File: config.mk
export PLATFORM = sky130hd
export DESIGN_NAME = yacht_game_ctrl
export DESIGN_NICKNAME = d
export VERILOG_FILES = /design/src/rtl/yacht_game_ctrl.sv
export SDC_FILE = /design/constraint.sdc
export NUM_CORES = 1
export LEC_CHECK = 0
export CAP_MARGIN = 20
export CELL_PAD_IN_SITES_DETAIL_PLACEMENT = 0
export CELL_PAD_IN_SITES_GLOBAL_PLACEMENT = 1
export CORE_UTILIZATION = 51
export DETAILED_ROUTE_END_ITERATION = 8
export DONT_BUFFER_PORTS = 1
export GPL_TIMING_DRIVEN = 0
export PLACE_DENSITY = 0.79
export SLEW_MARGIN = 40
export SYNTH_ARGS = -nofsm -noshare
export SYNTH_HDL_FRONTEND = slang
export SYNTH_SLANG_ARGS = --single-unit
File: constraint.sdc
create_clock -name clk -period 5.9 [get_ports clk]
set_clock_uncertainty 0.05 [all_clocks]
set_input_delay 1.18 -clock clk [delete_from_list [all_inputs] [get_ports clk]]
set_output_delay 1.18 -clock clk [all_outputs]
set_load 0.02 [all_outputs]
File: src/rtl/yacht_game_ctrl.sv
// Yacht turn controller for N players: roll/select/commit sequencing, per-player
// used-category tracking, saturating totals, end-of-game upper bonus and winner resolution.

module yacht_player_slot #(
  parameter int NUM_CATS     = 12,
  parameter int UPPER_CATS   = 6,
  parameter int BONUS_THRESH = 63,
  parameter int BONUS_PTS    = 35,
  parameter int SCORE_W      = 9,
  parameter int CW           = 4
) (
  input  logic                clk,
  input  logic                reset_n,
  input  logic                commit_en,
  input  logic                bonus_en,
  input  logic [CW-1:0]       cat_idx,
  input  logic [7:0]          calc_score,
  output logic [SCORE_W-1:0]  score,
  output logic [SCORE_W-1:0]  score_nxt,
  output logic [NUM_CATS-1:0] used
);
  localparam int AW = ((SCORE_W > 8) ? SCORE_W : 8) + 2;
  localparam logic [AW-1:0] SMAX = AW'((1 << SCORE_W) - 1);

  logic [9:0]    upper_sum;
  logic [10:0]   upper_add;
  logic [AW-1:0] add_val;
  logic [AW-1:0] sum;
  logic          is_upper;

  // score_nxt doubles as the post-bonus total the top uses to pick the winner
  always_comb begin
    is_upper  = int'(cat_idx) < UPPER_CATS;
    add_val   = '0;
    if (commit_en)
      add_val = AW'(calc_score);
    else if (bonus_en && int'(upper_sum) >= BONUS_THRESH)
      add_val = AW'(BONUS_PTS);
    sum       = AW'(score) + add_val;
    score_nxt = (sum > SMAX) ? SMAX[SCORE_W-1:0] : sum[SCORE_W-1:0];
    upper_add = {1'b0, upper_sum} + 11'(calc_score);
  end

  always_ff @(posedge clk or negedge reset_n) begin
    if (!reset_n) begin
      score     <= '0;
      upper_sum <= '0;
      used      <= '0;
    end else begin
      score <= score_nxt;
      if (commit_en) begin
        used[cat_idx] <= 1'b1;
        if (is_upper)
          upper_sum <= upper_add[10] ? 10'h3ff : upper_add[9:0];
      end
    end
  end
endmodule

module yacht_game_ctrl #(
  parameter int NUM_PLAYERS  = 2,
  parameter int NUM_CATS     = 12,
  parameter int UPPER_CATS   = 6,
  parameter int MAX_ROLLS    = 3,
  parameter int BONUS_THRESH = 63,
  parameter int BONUS_PTS    = 35,
  parameter int SCORE_W      = 9,
  localparam int PW = (NUM_PLAYERS > 1) ? $clog2(NUM_PLAYERS) : 1,
  localparam int CW = (NUM_CATS > 1) ? $clog2(NUM_CATS) : 1
) (
  input  logic                           clk,
  input  logic                           reset_n,
  input  logic                           btn_roll,
  input  logic                           btn_sel,
  input  logic                           btn_prev,
  input  logic                           btn_next,
  input  logic [7:0]                     calc_score,
  output logic [3:0]                     state_dbg,
  output logic [PW-1:0]                  player_idx,
  output logic                           roll_trigger,
  output logic [2:0]                     roll_cnt,
  output logic [CW-1:0]                  cat_idx,
  output logic [CW:0]                    round_num,
  output logic [NUM_CATS-1:0]            used_mask,
  output logic [NUM_PLAYERS*SCORE_W-1:0] scores,
  output logic                           game_over,
  output logic [PW-1:0]                  winner_idx,
  output logic                           tie
);
  localparam logic [3:0] S_INIT       = 4'd0;
  localparam logic [3:0] S_TURN_START = 4'd1;
  localparam logic [3:0] S_WAIT       = 4'd2;
  localparam logic [3:0] S_ROLL       = 4'd3;
  localparam logic [3:0] S_SELECT     = 4'd4;
  localparam logic [3:0] S_COMMIT     = 4'd5;
  localparam logic [3:0] S_NEXT       = 4'd6;
  localparam logic [3:0] S_BONUS      = 4'd7;
  localparam logic [3:0] S_END        = 4'd8;
  localparam int STAGES = 2;
  localparam logic [CW:0] RND_ONE = {{CW{1'b0}}, 1'b1};

  logic [3:0] state, state_nxt;
  logic [STAGES-1:0] vld_pipe;
  logic act_roll, act_sel, act_next, act_prev, roll_ok, last_turn;
  logic [NUM_PLAYERS-1:0] commit_en;
  logic [NUM_PLAYERS-1:0][SCORE_W-1:0]  score_q, score_nxt;
  logic [NUM_PLAYERS-1:0][NUM_CATS-1:0] used_all;
  logic [CW-1:0] first_free, nxt_free, prv_free;
  logic found_f, found_n, found_p;
  int jn, jp;
  logic [SCORE_W-1:0] best;
  logic [PW-1:0] win_c;
  logic [3:0] n_best;

  for (genvar p = 0; p < NUM_PLAYERS; p++) begin : g_slot
    yacht_player_slot #(
      .NUM_CATS(NUM_CATS), .UPPER_CATS(UPPER_CATS), .BONUS_THRESH(BONUS_THRESH),
      .BONUS_PTS(BONUS_PTS), .SCORE_W(SCORE_W), .CW(CW)
    ) u_slot (
      .clk(clk), .reset_n(reset_n), .commit_en(commit_en[p]),
      .bonus_en(state == S_BONUS), .cat_idx(cat_idx), .calc_score(calc_score),
      .score(score_q[p]), .score_nxt(score_nxt[p]), .used(used_all[p])
    );
  end

  assign scores       = score_q;
  assign used_mask    = used_all[player_idx];
  assign state_dbg    = state;
  assign game_over    = (state == S_END);
  assign roll_trigger = vld_pipe[STAGES-1];

  // one button per cycle: roll > sel > next > prev
  always_comb begin
    act_roll  = btn_roll;
    act_sel   = !btn_roll && btn_sel;
    act_next  = !btn_roll && !btn_sel && btn_next;
    act_prev  = !btn_roll && !btn_sel && !btn_next && btn_prev;
    roll_ok   = int'(roll_cnt) < MAX_ROLLS;
    last_turn = (int'(player_idx) >= NUM_PLAYERS - 1) && (int'(round_num) >= NUM_CATS);
    for (int p = 0; p < NUM_PLAYERS; p++)
      commit_en[p] = (state == S_COMMIT) && (player_idx == PW'(p));
  end

  // free-category search over the active player's mask, wrapping both ways
  always_comb begin
    first_free = '0;
    found_f    = 1'b0;
    nxt_free   = cat_idx;
    prv_free   = cat_idx;
    found_n    = 1'b0;
    found_p    = 1'b0;
    jn         = 0;
    jp         = 0;
    for (int c = 0; c < NUM_CATS; c++)
      if (!found_f && !used_mask[CW'(c)]) begin
        first_free = CW'(c);
        found_f    = 1'b1;
      end
    for (int k = 1; k < NUM_CATS; k++) begin
      jn = int'(cat_idx) + k;
      if (jn >= NUM_CATS) jn = jn - NUM_CATS;
      jp = int'(cat_idx) - k;
      if (jp < 0) jp = jp + NUM_CATS;
      if (!found_n && !used_mask[CW'(jn)]) begin
        nxt_free = CW'(jn);
        found_n  = 1'b1;
      end
      if (!found_p && !used_mask[CW'(jp)]) begin
        prv_free = CW'(jp);
        found_p  = 1'b1;
      end
    end
  end

  // winner is judged on the totals that will be latched when leaving S_BONUS
  always_comb begin
    best   = score_nxt[0];
    win_c  = '0;
    n_best = '0;
    for (int p = 1; p < NUM_PLAYERS; p++)
      if (score_nxt[PW'(p)] > best) begin
        best  = score_nxt[PW'(p)];
        win_c = PW'(p);
      end
    for (int p = 0; p < NUM_PLAYERS; p++)
      if (score_nxt[PW'(p)] == best) n_best = n_best + 1'b1;
  end

  always_comb begin
    state_nxt = state;
    case (state)
      S_INIT:       state_nxt = S_TURN_START;
      S_TURN_START: state_nxt = S_WAIT;
      S_WAIT:
        if (act_roll && roll_ok)             state_nxt = S_ROLL;
        else if (act_sel && roll_cnt != '0)  state_nxt = S_SELECT;
      S_ROLL:       state_nxt = (int'(roll_cnt) + 1 >= MAX_ROLLS) ? S_SELECT : S_WAIT;
      S_SELECT:
        if (act_roll && roll_ok)             state_nxt = S_ROLL;
        else if (act_sel)                    state_nxt = S_COMMIT;
      S_COMMIT:     state_nxt = S_NEXT;
      S_NEXT:       state_nxt = last_turn ? S_BONUS : S_TURN_START;
      S_BONUS:      state_nxt = S_END;
      S_END:        state_nxt = S_END;
      default:      state_nxt = S_INIT;
    endcase
  end

  always_ff @(posedge clk or negedge reset_n) begin
    if (!reset_n) begin
      state      <= S_INIT;
      vld_pipe   <= '0;
      player_idx <= '0;
      roll_cnt   <= '0;
      cat_idx    <= '0;
      round_num  <= RND_ONE;
      winner_idx <= '0;
      tie        <= 1'b0;
    end else begin
      state    <= state_nxt;
      vld_pipe <= {vld_pipe[STAGES-2:0], state_nxt == S_ROLL};
      case (state)
        S_TURN_START: begin
          roll_cnt <= '0;
          cat_idx  <= first_free;
        end
        S_ROLL: roll_cnt <= roll_cnt + 3'd1;
        S_SELECT:
          if (act_next)      cat_idx <= nxt_free;
          else if (act_prev) cat_idx <= prv_free;
        S_NEXT:
          if (int'(player_idx) < NUM_PLAYERS - 1) begin
            player_idx <= player_idx + 1'b1;
          end else if (int'(round_num) < NUM_CATS) begin
            player_idx <= '0;
            round_num  <= round_num + 1'b1;
          end
        S_BONUS: begin
          winner_idx <= win_c;
          tie        <= (n_best > 4'd1);
        end
        default: ;
      endcase
    end
  end
endmodule
# After elaboration in Yosys (flattened, before gate mapping)
# Index checks and enable logic that the tools add are counted.
[totals] inputBits=14 output_inout_bits=51 register_bits=82 wordCells=416
[op_classes] mux=170 order_cmp=59 bitwise_logic=4 n_reduce_logical=105 add_sub_neg=52 eq_ne=13
[ops] cell="two-way mux 4 bit" n=56
[ops] cell="less-than comparator 4 x 6 -> 1 bit (second input constant)" n=22
[ops] cell="binary-select mux 1 bit (select 4 bit)" n=22
[ops] cell="two-way mux 1 bit" n=75
[ops] cell=">= comparator 5 x 4 -> 1 bit (second input constant)" n=12
[ops] cell="less-than comparator 5 x 1 -> 1 bit (second input constant)" n=11
[ops] cell="logical NOT 1 bit" n=54
[ops] cell="adder 4 x 3 -> 4 bit (second input constant)" n=11
[ops] cell="subtractor 4 bit (second input constant)" n=11
[ops] cell="logical AND 1 bit" n=40
[ops] cell="case mux 4 bit (8 select lines)" n=1
[ops] cell="inequality test 13 bit (second input constant)" n=2
[ops] cell="two-way mux 12 bit" n=2
[ops] cell="OR 12 bit" n=2
[ops] cell="adder 10 x 8 -> 11 bit" n=2
[ops] cell="> comparator 11 x 9 -> 1 bit (second input constant)" n=2
[ops] cell="adder 4 x 3 -> 5 bit (second input constant)" n=4
[ops] cell="adder 4 x 4 -> 5 bit (second input constant)" n=4
[ops] cell="adder 9 x 8 -> 10 bit" n=2
[ops] cell=">= comparator 10 x 6 -> 1 bit (second input constant)" n=2
[ops] cell="two-way mux 10 bit" n=2
[ops] cell="subtractor 4 x 3 -> 5 bit (second input constant)" n=4
[ops] cell="subtractor 4 x 4 -> 5 bit (second input constant)" n=4
[ops] cell="two-way mux 9 bit" n=2
[ops] cell="other kinds (39)" n=54

# Logic depth before layout (Yosys ltp)
# Gate-level depths: netlist of run 1.
[depth] ltp_word=39 ltp_mapped=20 ltp_nobuf=17

# Cells and area by module
# Synthesis of run 1 repeated with hierarchy kept, for this count alone.
[unflattened] hier_cells=1033 hier_area_um2=8929.8
[modules_own_cells] mod="yacht_game_ctrl" seq_area_each_um2=501.7 cells_each=659 instances=1 area_per_inst_um2=5093.6
[modules_own_cells] mod="yacht_player_slot" seq_area_each_um2=775.7 cells_each=187 instances=2 area_per_inst_um2=1918.1

# Worst setup path after synthesis of run 1
# No wires, ideal clock.
[synth_timing] kind="register -> register" start="register cat_idx[1]" end="register cat_idx[1]" period_less_slack_ns=4.687 stages_incl_launch_ff=20 arrival_time_ns=4.500 setup_slack_ns=1.213 required_ns=5.713 path_buffers=3 setup_time_ns=0.137 path_cell_list="dfrtp_1 -> buf_1 -> clkbuf_1 -> inv_1 -> ha_1 -> a21o_1 -> xnor2_1 -> inv_1 -> ha_1 -> nand2_1 -> a31oi_1 -> a31oi_1 -> o21ai_1 -> o211ai_4 -> nor3b_4 -> buf_6 -> a311oi_1 -> o221ai_2 -> a2111oi_2 -> a32oi_1"
[synth_between] elab_chain_cells=39 word_cells_on_any_way=260 classes_between="add/sub: 44; order compare: 22; eq/ne: 2; mux: 133; reduce/logical: 59"
[synth_rtl] item="from (decl)" line_no="82" text="output logic [CW-1:0] cat_idx,"
[synth_rtl] item="from (signal assigned)" line_no="225" text="cat_idx <= first_free;"
[synth_rtl] item="from (signal assigned)" line_no="229" text="if (act_next) cat_idx <= nxt_free;"
[synth_rtl] item="from (signal assigned)" line_no="230" text="else if (act_prev) cat_idx <= prv_free;"
[synth_rtl] item="subtractor 4 x 2 -> 5 bit" line_no="162" text="jp = int'(cat_idx) - k;"
[synth_rtl] item="adder 4 x 3 -> 4 bit or less-than comparator 5 x 1 -> 1 bit (tied branches)" line_no="163" text="if (jp < 0) jp = jp + NUM_CATS;"
[synth_rtl] item="two-way mux 4 bit" line_no="163"
[synth_rtl] item="binary-select mux 1 bit (select 4 bit)" line_no="168" text="if (!found_p && !used_mask[CW'(jp)]) begin"
[synth_rtl] item="two-way mux 1 bit (not written as such) (2 in series)" line_no="168"
[synth_rtl] item="logical NOT 1 bit" line_no="168"
[synth_rtl] item="logical AND 1 bit" line_no="168"
[synth_rtl] item="two-way mux 1 bit" line_no="168"
[synth_rtl] item="[22 not listed]"
[synth_rtl] item="logical AND 1 bit" line_no="168"
[synth_rtl] item="two-way mux 1 bit" line_no="168"
[synth_rtl] item="logical NOT 1 bit" line_no="168"
[synth_rtl] item="logical AND 1 bit" line_no="168"
[synth_rtl] item="two-way mux 4 bit" line_no="168"
[synth_rtl] item="two-way mux 4 bit" line_no="230"
[synth_rtl] item="two-way mux 4 bit" line_no="229"
[synth_rtl] item="case mux 4 bit (2 select lines)" line_no="222" text="case (state)"
# Parallel ways exist; a longest one is shown, timed or not. The select of a mux whose other input is x is not followed.
# A chain may end at the register's enable or synchronous reset.

# Worst setup path in the final report of run 1
# Same ends and word-level chain as after synthesis.

==> summary by stage, run 1 <==
Clock network
TritonCTS built the clock tree. The longest clock path from root to sink contains 2 buffers. The tree is rooted in a clkbuf_16. The clock slew seen by the registers of the worst setup and hold paths is 60 ps. Buffers inserted to repair hold after CTS numbered 0. The count of buffers added by post-CTS timing repair for setup is 0. Clock latency on the worst-skew pair, taken at its later pin, is 360 ps. The clock net sink count is 82. The H-tree was split into 3 levels.

The number of CTS-inserted buffers is 9.

Drt
The wire length on met3 is 1350 um. Summed over all layers, the routed wires come to 25,400 um. After detailed routing, the average wire length per cell comes to 20.7 um.

The highest layer touched by signal routing is met4. For this block, the initial DRC count from the detailed router was 459. In the routed layout, each cell is associated on average with a via count of 6.29. The routed metal-1 wirelength is 11,000 um. Before antenna repair, the detailed router went through 6 iterations. In the routed design, unresolved DRC markers number 0.

The met2 wire length is 12,100 um. In this run the remaining antenna-violating nets after routing total 0. The via count is 7,732.

Worst setup path
The worst setup path is launched from a flop. The top cell family by delay on the critical path is buffers and inverters. The classification of the worst setup path is reg -> reg.

The critical path starts at cat_idx[1]. In this design, the critical path's most frequently occurring cell is clkbuf_2. Measured in cells, the most critical reg-to-reg path has a length of 15. The critical path contains buffers and inverters numbering 4 combined.

Walking the worst path, the cells encountered are clkbuf_2 -> clkbuf_2 -> inv_1 -> ha_1 -> clkbuf_1 -> mux4_1 -> nand2_1 -> and2_2 -> mux2i_1 -> o211ai_4 -> nor3b_1 -> o31ai_1 -> o221ai_2 -> a2111oi_2 -> a32oi_1. The critical path required time is 6060 ps. Counting buffers and inverters, the worst setup path is 15 cells deep. The startpoint identified for the worst register-to-register timing path is cat_idx[1]. The endpoint arrival time on the critical path is 5820 ps.

STA classifies the critical path endpoint as a flop. Among all stages on the critical path, the largest delay is contributed by dfrtp_2. The endpoint of the worst register-to-register path is cat_idx[1]. On the worst path, the slowest cell contributes a delay of 610 ps. The setup check on the worst reg-to-reg path leaves a slack of 240 ps. Along the worst path, the maximum fanout reaches 12.

Timing
The final critical-path required period is 5660 ps. The worst-case headroom to the max-slew limit is 41.1%. The post-route clock period utilization is 96.0%. Based on the critical path, the design can be clocked at up to 177 MHz. The number of max-slew violations in the final report was 0. The hold slack is 303 ps. Setup repair after global routing left no endpoint under its margin. At the pin with the least slew margin, the transition time is 879 ps. The setup violation total in the final timing report is 0. The final-report hold violation count was 0. The total negative setup slack is 0 ps.

Cells and area
The post-synthesis to final-layout area growth is 7.08%. Leaving out fill and tap cells, the most frequent cells in the layout are 89 x nand2_1, 79 x dfrtp_1, 67 x o21ai_0. The multi-input combinational cells in the finished layout cover a total of 6170 um^2.

The final instance area is 9290 um^2. The library cell used most frequently in the layout, excluding fill and tap cells, is nand2_1. The layout has 1,574 filler cells. The share of post-route cells with drive strength above 1 is 13.6%.

Summing all flip-flop and latch instances after layout gives 2060 um^2. The layout net count is 1,085. The count of non-filler cells in the finished layout is 1,229. The total inserted antenna cells is 0.

Pwr
The peak supply drop is 323 uV. Summing internal, switching and leakage power gives 6.24 mW. The analysis attributes to cell leakage a power of 4.18 nW.

In this run the power density over the cells is 671 nW/um^2.

Floorplanning
The die boundary width is 132 um. After floorplanning, the core was sized to cover 16,600 um^2. The initial utilization of the core area, before any placement, comes to 52.3%.

The I/O pin count is 65. The number of cell rows is 47. The vertical extent of the die is 132 um. The total die area is 17,500 um^2.

Logic synthesis
The number of flops mapped to enable cells by yosys is 0. The prevailing post-synth register cell is dfrtp_1. The area share of fa/ha/maj cells after synthesis is 10.0%. Multiplexer cells account for 11.9% of the synthesized area. The number of synthesized register bits is 82. The dominant combinational cell family by area after synthesis is compound AO/OA/AOI/OAI gates. The post-synthesis cell type count is 104.

The area fraction in and, or, nand and nor cells after synthesis is 20.6%. For this run, the register share of the synthesized area comes to 23.7%. The mean cell area of the mapped netlist is 8.73 um^2. The async set or reset register ratio after synthesis is 100%. In this run the cell area of the synthesized design comes to 8670 um^2.

The number of nets in the synthesized netlist is 1,074. After Yosys synthesis, XOR and XNOR cells account for 3.39% of the synthesized area. The synthesized netlist devotes 25.1% of its cell area to compound gates. For this run, the number of Yosys warnings is 0. The synthesized netlist cell count is 993.

Outcome
The run finished with clean final reports.

Global route
Entering global routing, the biggest net connects 83 pins. The first global-routing pass estimated 40,600 um of wire. The total routing resource utilization after global routing is 30.0%. Summed over all layers, the global routing overflow is 0. The via count of the first global-routing pass is 7,340. The number of antenna violations at the first check in global routing was 0.

Hold path
The end point of the most critical hold path is vld_pipe[1]. In this run the most critical hold path is launched from vld_pipe[0]. Along the worst hold path, the cell count comes to 0. The tightest min-delay check is of the reg -> reg type.

Placement
The cell area after placement is 8950 um^2. The count of buffers added on input and output ports is 0. The HPWL after detailed placement is 19,600 um. Including well taps, the total number of placed cells is 1,213. The final RePlAce weighted congestion is 0.952.

Flow run
The number of max-cap violations is 0.
[how the worst max path moves through the flow]
stage,to,slack [ps]
3_3_place_gp,cat_idx[1],-480
2_1_floorplan,cat_idx[1],1210
4_1_cts,cat_idx[1],80
3_5_place_dp,cat_idx[1],-460
6_report,cat_idx[1],240
5_1_grt,cat_idx[1],30
[metrics by stage]
stage	utilization [%]	worst slack [ps]
6_report	56.0	238
3_5_place_dp	54.0	-460
4_1_cts	55.9	77.8
5_1_grt	56.0	34.9
2_1_floorplan	-	1210
3_3_place_gp	54.0	-482
[power breakdown]
part	internal, mW	total, mW	switching, mW
logic	1.72	4.43	2.71
registers	0.788	1.18	0.392
clock network	0.375	0.627	0.252
[per-layer routing]
| metal | GRT usage [%] | vias to the layer above |
|---|---|---|
| li1 | - | 3703 |
| met1 | 38.2 | 3740 |
| met2 | 49.2 | 244 |
| met3 | 5.07 | 45 |
| met4 | 14.5 | 0 |
| met5 | 0 | - |
[cells in the mapped netlist (8+ instances only)]
library cell / count / share of area [%]
mux2i_1: 32 / 3.7
a21o_1: 14 / 1.2
mux4_2: 13 / 3.4
a21oi_1: 57 / 3.3
nand2b_1: 23 / 1.7
and2_1: 29 / 2.1
clkbuf_1: 28 / 1.2
nor2_1: 63 / 2.7
mux2_2: 9 / 1.2
buf_2: 8 / 0.46
xnor2_1: 24 / 2.4
a21boi_0: 9 / 0.78
nor2b_1: 18 / 1.3
a211oi_1: 11 / 0.95
a31o_2: 26 / 2.6
o21ai_0: 67 / 3.9
dfrtp_1: 81 / 23
and3_1: 10 / 0.72
inv_1: 57 / 2.5
o22a_1: 9 / 0.91
nor4_1: 8 / 0.58
o31ai_1: 10 / 0.87
nand3_1: 17 / 0.98
nor3_1: 20 / 1.2
ha_1: 63 / 9.1
nand2_1: 89 / 3.9
or3_1: 16 / 1.2
[sequential cells by signal, indices dropped and copies added (netlist names)]
signal,flops
tie,1
cat_idx,4
roll_cnt,3
player_idx,1
round_num,5
g_slot.u_slot.score,18
state_dbg,4
vld_pipe,2
g_slot.u_slot.upper_sum,20
g_slot.u_slot.used,24
[layout make-up]
| cell class | count | share of cell area [%] |
|---|---|---|
| Buffer | 46 | 2.53 |
| Inverter | 60 | 2.43 |
| Sequential cell | 82 | 22.1 |
| Tap cell | 220 | 2.96 |
| Multi-Input combinational cell | 805 | 66.5 |
| Clock buffer | 11 | 2.51 |
| Clock inverter | 5 | 0.943 |
[cell families (layout without fill, tap and decap cells)]
group | Yosys count | count (layout)
flip-flops | 82 | 82
multiplexers | 70 | 70
XOR/XNOR | 31 | 31
AO/OA/AOI/OAI | 302 | 302
AND/OR/NAND/NOR | 334 | 334
buffers and inverters | 106 | 122
adder cells (fa/ha/maj) | 67 | 67
other | 1 | 1
[timing repair]
action | CTS | global route
pin swaps | 0 | 0
endpoints found under the setup margin | 4 | 3
resized for setup | 2 | 2
(Power assumes the default switching activity.)
==> run 2: changes to the inputs <==
--- a/config.mk
+++ b/config.mk
@@ -12,6 +12,7 @@
 export DETAILED_ROUTE_END_ITERATION = 8
 export DONT_BUFFER_PORTS = 1
 export GPL_TIMING_DRIVEN = 0
+export HOLD_SLACK_MARGIN = 0.15
 export PLACE_DENSITY = 0.79
 export SLEW_MARGIN = 40
 export SYNTH_ARGS = -nofsm -noshare
==> constraint.sdc (replaced) <==
create_clock -name clk -period 5.9 [get_ports clk]
set_clock_uncertainty 0.05 [all_clocks]
set_input_delay 1.18 -clock clk [delete_from_list [all_inputs] [get_ports clk]]
set_output_delay 1.18 -clock clk [all_outputs]
set_load 0.005 [all_outputs]
==> summary by stage, run 2 (synthesis gave the netlist of run 1 again) <==
Timing
The slack of the critical path is 222 ps (was 238 ps). The final critical-path required period was 5680 ps (was 5660 ps). The final-report hold violation count is 0 (unchanged). The highest achievable clock rate was 176 MHz (was 177 MHz).

The pin slew with the least headroom to its limit is 871 ps (was 879 ps). The number of max-slew violations in the final report was 0 (unchanged). The worst-case headroom to the max-slew limit is 41.6% (was 41.1%). The setup violation total in the final timing report is 0 (unchanged). The post-route clock period utilization is 96.2% (was 96.0%).

Clock network
The number of CTS-inserted buffers was 9 (unchanged). The clock net sink count came to 82 (unchanged). The maximum level of the CTS H-tree was 3 (unchanged). The CTS tree is built (unchanged). The clock slew seen by the registers of the worst setup and hold paths was 60 ps (about the same). The maximum number of buffers from clock root to sink is 2 (unchanged). The buffer cell driving the clock tree root was clkbuf_16 (unchanged).

The clock latency of the later-clocked register in the worst-skew pair is 350 ps (was 360 ps). The total of hold buffers inserted after clock tree synthesis was 0 (unchanged).

Hold path
The worst min-delay path category is reg -> reg (unchanged).

Drt
The mean number of vias per cell is 6.23 (was 6.29). The first-pass iteration count of the detailed router was 7 (was 6). The routed wire length per instance was 20.6 um (was 20.7 um).

The count of routing violations after the opening detailed-route iteration is 472 (was 459). The number of DRC violations after detailed routing is 0 (unchanged). The remaining antenna violation count is 0 (unchanged). The via count was 7,673 (was 7,732).

The overall routed net length came to 25,400 um (about the same).

Cells and area
The layout net count is 1,087 (was 1,085). Largest registers: g_slot.u_slot.used (24), g_slot.u_slot.upper_sum (20), g_slot.u_slot.score (18) (unchanged). The utilization of the core after routing is 56.1% (was 56.0%). The total inserted antenna cells came to 0 (unchanged). The count of non-filler cells in the finished layout is 1,231 (was 1,229). The share of post-route cells with drive strength above 1 is 13.7% (was 13.6%). The register with the highest flop count is g_slot.u_slot.used (unchanged). The flip-flop count of the largest register after layout is 24 (unchanged). The most common cell after layout, fill and taps aside is nand2_1 (unchanged). The fill cell total of the finished layout came to 1,611 (was 1,574). The final instance area is 9300 um^2 (was 9290 um^2). Commonest non-fill, non-tap cells in the layout: 89 x nand2_1, 80 x dfrtp_1, 67 x o21ai_0 (was 89 x nand2_1, 79 x dfrtp_1, 67 x o21ai_0).

The post-synthesis to final-layout area growth is 7.23% (was 7.08%).

Worst setup path
The classification of the worst setup path is reg -> reg (unchanged). The maximum fanout along the worst path was 12 (unchanged). The kind of start point of the critical path is a flop (unchanged). The kind of end point of the critical path is a flop (unchanged). The endpoint arrival time on the critical path is 5830 ps (was 5820 ps). The critical path required time is 6050 ps (was 6060 ps).

Placement
The port buffer count is 0 (unchanged). The number of cells in the design after placement is 1,213 (unchanged). The detailed-placement wirelength estimate is 19,500 um (was 19,600 um). The worst setup slack after placement is -301 ps (was -460 ps). The final RePlAce weighted congestion was 0.952 (unchanged). The cell area after placement is 8950 um^2 (about the same).

Floorplanning
The die boundary width is 132 um (unchanged). The vertical extent of the die came to 132 um (unchanged). The I/O pin count is 65 (unchanged). The effective utilization at floorplan is 52.3% (unchanged). The area inside the core boundary came to 16,600 um^2 (unchanged). The number of cell rows is 47 (unchanged). The total die area is 17,500 um^2 (unchanged).

Pwr
The sequential cell fraction of total power is 17.3% (was 18.9%). The standby leakage power is 4.19 nW (was 4.18 nW). The clock group share of total power came to 10.2% (was 10.1%). The switching share of power is 52.4% (was 53.8%). The combinational fraction of design power was 72.5% (was 71.0%). The switching power is 3.19 mW (was 3.35 mW).

The power per unit of standard cell area was 654 nW/um^2 (was 671 nW/um^2). The cell-internal power is 2.89 mW (was 2.88 mW). The peak supply drop came to 313 uV (was 323 uV).

Global route
The total routing resource utilization after global routing is 29.8% (was 30.0%). The global-route wire length before repair is 40,400 um (was 40,600 um). The pin count of the biggest net entering global routing was 83 (unchanged). The number of antenna violations at the first check in global routing is 0 (unchanged). The via count of the first global-routing pass is 7,422 (was 7,340). The global-route congestion overflow total was 0 (unchanged).

Outcome
Outcome: finished clean (unchanged).

Flow run
The number of max-cap violations is 0 (unchanged).
run 2: changes by cell type in the layout (fill, tap and decap cells not counted), sizes merged:
cell,delta
buf,+2
clkinv,-1
inv,+1
run 2: worst paths after layout:
| check | start | slack (ps) | end | cells after the start |
|---|---|---|---|---|
| setup reg to reg | cat_idx[1] | 220 | cat_idx[1] | 17 |
| min in group asynchronous | reset_n | 470 | cat_idx[0] | 0 |
| hold reg to reg | vld_pipe[0] | 300 | vld_pipe[1] | 0 |
| hold / removal | vld_pipe[0] | 300 | vld_pipe[1] | 0 |
| max in group asynchronous | reset_n | 5100 | round_num[0] | 0 |
| setup / recovery | cat_idx[1] | 220 | cat_idx[1] | 17 |
run 2: per-stage QoR:
stage	power [mW]	hold WS, ps	TNS, ps
floorplan	4.30	281	0
global placement	5.34	284	-859
detailed placement	5.36	287	-544
CTS	6.01	301	0
global route	6.54	307	-0.00400
finish	6.08	299	0
run 2: critical path: stages (launching register included):
cell and delay, ps:
dfrtp_1 730, clkbuf_2 410, clkbuf_2 370, inv_1 290, ha_1 340, a21boi_2 190, xnor2_2 320, inv_1 80
ha_1 210, a211oi_1 430, nand3_1 120, o21ai_0 180, mux2i_2 440, nor2_1 130, a311oi_1 410, o221ai_2 280
a2111oi_2 390, a32oi_1 140
run 2: power groups by stage:
stage	Sequential (mW)	Combinational [mW]	Clock [mW]
after global placement	1.06	4.28	0
after global routing	1.09	4.80	0.655
after CTS	1.05	4.32	0.637
after detailed placement	1.06	4.30	0
after floorplan	0.973	3.33	0
final	1.05	4.41	0.621
run 2: timing repair:
item                                   4_1_cts  5_1_grt
setup endpoints to repair                    4        4
endpoints found under the hold margin        0        0
resized for setup                            1        5
setup buffers                                0        2
run 2: area by class of cell:
class | instances | area [um^2] | share of cell area (%)
Timing Repair Buffer | 2 | 15.0 | 0.161
Clock inverter | 5 | 85.1 | 0.915
Multi-Input combinational cell | 805 | 6170 | 66.4
Sequential cell | 82 | 2050 | 22.1
Tap cell | 220 | 275 | 2.96
Clock buffer | 11 | 233 | 2.50
Buffer | 46 | 236 | 2.54
Inverter | 60 | 225 | 2.42
run 2: per-layer routing:
layer	GRT usage [%]	part of all wire (%)
met1	37.2	42
met2	49.6	47
met3	4.96	6.0
met4	15.1	4.3
met5	0	0
==> run 3: changes to the inputs <==
--- a/config.mk
+++ b/config.mk
@@ -18,3 +18,4 @@
 export SYNTH_ARGS = -nofsm -noshare
 export SYNTH_HDL_FRONTEND = slang
 export SYNTH_SLANG_ARGS = --single-unit
+export TNS_END_PERCENT = 100
==> results of run 3 <==
Final layout, timing and power as in run 2 (identical DEF).
